File: config.mk
export PLATFORM = sky130hd
export DESIGN_NAME = y8960_i2s_out
export DESIGN_NICKNAME = d
export VERILOG_FILES = /design/src/rtl/y8960_audio_pkg.sv /design/src/rtl/y8960_i2s_clkgen.sv /design/src/rtl/y8960_i2s_out.sv
export SDC_FILE = /design/constraint.sdc
export NUM_CORES = 1
export LEC_CHECK = 0
export ABC_CLOCK_PERIOD_IN_PS = 2200
export CAP_MARGIN = 15
export CORE_MARGIN = 8
export CORE_UTILIZATION = 56
export CTS_CLUSTER_SIZE = 12
export DETAILED_ROUTE_END_ITERATION = 10
export GPL_ROUTABILITY_DRIVEN = 0
export GPL_TIMING_DRIVEN = 0
export MAX_ROUTING_LAYER = met4
export PLACE_DENSITY = 0.8
export SLEW_MARGIN = 20
export SYNTH_ARGS = -nofsm -noshare
export SYNTH_HDL_FRONTEND = slang
export SYNTH_SLANG_ARGS = --single-unit
File: constraint.sdc
create_clock -name clk -period 2.2 [get_ports clk]
set_clock_uncertainty 0.05 [all_clocks]
set_input_delay 0.55 -clock clk [delete_from_list [all_inputs] [get_ports clk]]
set_output_delay 0.55 -clock clk [all_outputs]
set_load 0.01 [all_outputs]
File: src/rtl/y8960_audio_pkg.sv
// Shared constants and types for the Y8960 cartridge audio path.
// Frame timing: one audio frame is 2**FRAME_DIV_W system clocks.
package y8960_audio_pkg;

    localparam int FRAME_DIV_W = 11;
    localparam int MCLK_BIT    = 2;
    localparam int BCLK_BIT    = 4;
    localparam int LRCLK_BIT   = 10;

    typedef logic signed [15:0] audio_sample_t;

endpackage

File: src/rtl/y8960_i2s_clkgen.sv
// Free-running frame counter and registered I2S clocks (MCLK = clk/8, BCLK = clk/32, LRCLK = clk/2048).
// All three clock outputs are one-cycle-delayed copies of counter bits, so they stay mutually aligned.
module y8960_i2s_clkgen
    import y8960_audio_pkg::*;
(
    input  logic                   clk,
    input  logic                   reset_n,
    output logic [FRAME_DIV_W-1:0] cnt,
    output logic                   load,
    output logic                   mclk,
    output logic                   bclk,
    output logic                   lrclk
);

    always_ff @(posedge clk or negedge reset_n) begin
        if (!reset_n) begin
            cnt   <= '0;
            mclk  <= 1'b0;
            bclk  <= 1'b0;
            lrclk <= 1'b0;
        end else begin
            cnt   <= cnt + 1'b1;
            mclk  <= cnt[MCLK_BIT];
            bclk  <= cnt[BCLK_BIT];
            lrclk <= cnt[LRCLK_BIT];
        end
    end

    // Last cycle of the frame: shifters reload here.
    assign load = &cnt;

endmodule

File: src/rtl/y8960_i2s_out.sv
// Philips-format I2S serializer driving the external DAC from the dual SSG mixer output.
// Optional attenuation (arithmetic right shift at load) is enabled by defining Y8960_I2S_ATTEN_EN.
module y8960_i2s_out
    import y8960_audio_pkg::*;
#(
    parameter int SAMPLE_W = 16
)
(
    input  logic                       clk,
    input  logic                       reset_n,
    input  logic                       in_valid,
    input  logic signed [SAMPLE_W-1:0] in_left,
    input  logic signed [SAMPLE_W-1:0] in_right,
    output logic                       sample_req,
`ifdef Y8960_I2S_ATTEN_EN
    input  logic [2:0]                 vol_shift,
`endif
    output logic                       audio_mclk,
    output logic                       audio_bclk,
    output logic                       audio_lrclk,
    output logic                       audio_sdata
);

    logic [FRAME_DIV_W-1:0] cnt;
    logic                   load;

    y8960_i2s_clkgen u_clkgen (
        .clk     (clk),
        .reset_n (reset_n),
        .cnt     (cnt),
        .load    (load),
        .mclk    (audio_mclk),
        .bclk    (audio_bclk),
        .lrclk   (audio_lrclk)
    );

    logic signed [SAMPLE_W-1:0] hold_l, hold_r;
    logic signed [SAMPLE_W-1:0] shift_l, shift_r;
    logic signed [SAMPLE_W-1:0] load_l, load_r;

    always_comb begin
`ifdef Y8960_I2S_ATTEN_EN
        load_l = hold_l >>> vol_shift;
        load_r = hold_r >>> vol_shift;
`else
        load_l = hold_l;
        load_r = hold_r;
`endif
    end

    // Last strobe in a frame wins; a strobe on the load cycle lands here for the next frame.
    always_ff @(posedge clk or negedge reset_n) begin
        if (!reset_n) begin
            hold_l <= '0;
            hold_r <= '0;
        end else if (in_valid) begin
            hold_l <= in_left;
            hold_r <= in_right;
        end
    end

    always_ff @(posedge clk or negedge reset_n) begin
        if (!reset_n) begin
            shift_l    <= '0;
            shift_r    <= '0;
            sample_req <= 1'b0;
        end else begin
            sample_req <= load;
            if (load) begin
                shift_l <= load_l;
                shift_r <= load_r;
            end
        end
    end

    logic [4:0]          slot;
    logic [SAMPLE_W-1:0] word;
    logic [SAMPLE_W-1:0] aligned;
    logic                next_bit;

    // Slot 0 is the one-BCLK Philips delay; slots past SAMPLE_W are zero padding.
    always_comb begin
        slot     = cnt[LRCLK_BIT-1:BCLK_BIT+1];
        word     = cnt[LRCLK_BIT] ? shift_r : shift_l;
        aligned  = word << (slot - 5'd1);
        next_bit = 1'b0;
        if (slot != 5'd0 && int'(slot) <= SAMPLE_W) begin
            next_bit = aligned[SAMPLE_W-1];
        end
    end

    // Updating only at slot start makes SDATA change together with the BCLK falling edge.
    always_ff @(posedge clk or negedge reset_n) begin
        if (!reset_n) begin
            audio_sdata <= 1'b0;
        end else if (cnt[BCLK_BIT:0] == '0) begin
            audio_sdata <= next_bit;
        end
    end

endmodule

==> flow_metrics.tcl <==
set metrics [dict create \
    status "finished clean" \
    setup_viol 0 \
    ys_async_sr_fraction 1.00 \
    synth_cell_type_count 26 \
    reg2reg_slack_ns 0.10 \
    synth_compound_area_frac 0.00498 \
    syn_inst 210 \
    synth_fa_ha_area_frac 0.0178 \
    critPathMaxFanout 9 \
    vias_per_cell 5.23 \
    synth_xor_area_frac 0.0274 \
    synth-edff-count 0 \
    design.core.area_mm2 0.00620 \
    routedWlPerCell_um 17.1 \
    seqPwrFrac 0.588 \
    drc 0 \
    io_pins 40 \
    fp.dieArea_mm2 0.00907 \
    synth_nets 250 \
    use_met1 0.191 \
    rsz0062_at_grt "no" \
    vdd_ir_drop_max_v 0.000502 \
    synth_area_leader_cell "dfrtp_1" \
    diodes 0 \
    place_hpwl_um 4230 \
    cts_buffers 9 \
    synth_top_family_by_area "multiplexers" \
    r2r-end "audio_sdata" \
    leakage_nw 1.98 \
    hp-class "input port to async pin" \
    stdcell_area_mm2 0.00419 \
    synth_commonest_cells "dfrtp_1 (80), mux2_2 (35), mux2_4 (29)" \
    power.switching_w 0.000607 \
    grt_pass1_vias 2033 \
    cts_tree "built" \
    r2r-start "u_clkgen.cnt[5]" \
    synth_top_area_frac 0.570 \
    insertion_delay_ns 0.35 \
    num_vias 1789 \
    finish.utilization 0.675 \
    grt_max_degree 58 \
    n_fill_cell 442 \
    ys_top_cells_by_area "dfrtp_1 (57%), mux2_4 (12%), mux2_2 (11%), mux4_2 (5.1%), mux2i_1 (2.0%)" \
    drv_cap 0 \
    drive_above_1_share 0.385 \
    setup_ws_ns 0.102 \
    crit_path_end_kind "register" \
    required_ns 2.37 \
    synth_most_common_cell "dfrtp_1" \
    die_w_um 95.2 \
    grt.busiest_layer "met2" \
    pre_cts_ws_ns 0.0805 \
    hold_viol_final 0 \
    synth_warnings 0 \
    startpoint_type "register" \
    setup.worst_path.class "register to register" \
    antenna_found_initial 0 \
    period_minus_slack_ns 2.10 \
    wl_um 5860 \
    syn2layout_area_growth_pct 19.2 \
    placementRows 29 \
    fin_nets 300 \
    cts_hold_repair.buffers 0 \
    path_clk_slew_ns 0.08 \
    ctsHtreeMaxLevel 3 \
    io_buffers 38 \
    clk_path_buf_depth 2 \
    ys.flop_type "dfrtp_1" \
    slew_headroom 0.558 \
    overflow 0 \
    multi_input_area_mm2 0.00139 \
    power_switching_share 0.229 \
    synthSimpleGateAreaFrac 0.0342 \
    drtIter0Drc 42 \
    use_met2 0.228 \
    period_share 0.954 \
    grt_pass1_wl_um 10100 \
    grt_usage 0.152 \
    seq_area_mm2 0.00200 \
    clock_sinks 80 \
    seq_area_frac_synth 0.570 \
    initial_utilization 0.566 \
    drt-pass1-iter-count 4 \
    ys_ff_latch 80 \
    antenna_left 0 \
    synthMuxAreaShare 0.307 \
    internal_power_w 0.00204 \
    clockRootBuffer "clkbuf_8" \
    combPwrFrac 0.065 \
    worstMarginPinSlew_ns 0.663 \
    worst_ep_arrival_time_ns 2.27 \
    final_max_slew_viol_count 0 \
    dpl_cell_area_mm2 0.00402 \
    r2r_cells 8 \
    use_met3 0.0425 \
    clockPowerShare 0.347 \
    die_h_um 95.2 \
    syn_avg_cell_area_um2 16.7 \
    netlist_area_mm2 0.00351 \
    max_freq_mhz 477 \
    power_density_mw_per_mm2 632 \
]
flip-flops by register name (all words and copies together) (netlist names):
| signal | count |
|---|---|
| hold_l | 16 |
| hold_r | 16 |
| shift_l | 16 |
| shift_r | 16 |
| u_clkgen.cnt | 11 |
| audio_sdata | 1 |
| sample_req | 1 |
| u_clkgen.bclk | 1 |
| u_clkgen.lrclk | 1 |
| u_clkgen.mclk | 1 |
power by group through the flow:
stage	clock [W]	sequential (W)	combinational (W)
finish	0.000918	0.00156	0.000173
global route	0.00100	0.00157	0.000191
CTS	0.000944	0.00156	0.000177
floorplan	0	0.00158	0.0000729
detailed placement	0	0.00159	0.000177
global placement	0	0.00159	0.000166
worst max-delay path, stage by stage, from the launching register on:
cell	delay (ns)
dfrtp_1	0.39
clkbuf_8	0.17
inv_1	0.16
ha_2	0.34
mux4_2	0.30
mux2i_1	0.17
mux2i_1	0.10
mux2i_1	0.19
o31ai_1	0.10
layer usage:
layer / part of all wire / vias to the layer above
met3: 0.036 / 8
met2: 0.47 / 31
met4: 0.017 / 0
li1: - / 845
met1: 0.47 / 905
met5: 0 / -
cells by family after synthesis:
family | count (synthesis)
buffers and inverters | 15
DFF | 80
and+or+nand+nor | 18
AOI/OAI and AO/OA | 2
xor gates and xnor gates | 11
adders and majority gates | 5
muxes | 79
placed cells by master (no fill, tap or decap), types with 4 or more instances in the layout:
master           netlist  final
inv_1                  5      5
nand2_1                4      4
ha_1                   5      4
xnor2_1                6      6
dfrtp_1               80     80
mux2_2                35     35
mux4_2                 8      8
clkinv_2               0      4
mux2_4                29     29
xor2_1                 5      4
clkdlybuf4s50_1        0     37
mux2i_1                7      7
clkbuf_8               2     11
how the worst max path moves through the flow:
stage                                from     endpoint  slack, ns  cells after the start
after floorplan           u_clkgen.cnt[5]  audio_sdata       0.37                      8
after global placement            reset_n    hold_r[8]      -2.19                      1
after detailed placement  u_clkgen.cnt[5]  audio_sdata       0.08                      8
after CTS                 u_clkgen.cnt[5]  audio_sdata       0.06                      8
after global routing      u_clkgen.cnt[5]  audio_sdata      0.002                      8
final                     u_clkgen.cnt[5]  audio_sdata       0.10                      8
metrics by stage:
step           cells  power (W)  hold WS (ns)  setup TNS [ns]
2_1_floorplan    210    0.00165         0.204               0
3_3_place_gp     325    0.00175         0.359         -175.07
3_5_place_dp     326    0.00177         0.361               0
4_1_cts          342    0.00268        0.0389               0
5_1_grt          342    0.00276        0.0474               0
6_report         342    0.00265        0.0429               0
cell type report:
type	count	share of cell area
clock inverters	6	0.00866
plain buffers	10	0.0281
inverters	5	0.00448
multi-input cells	115	0.331
well taps	77	0.0230
clock buffers	10	0.0305
flip-flops and latches	80	0.478
repair buffers	39	0.0967
timing repair:
item	4_1_cts	5_1_grt
endpoints found under the setup margin	0	1
buffers inserted	0	0
gates resized for setup	0	2
Power figures use the tool's default switching activity.
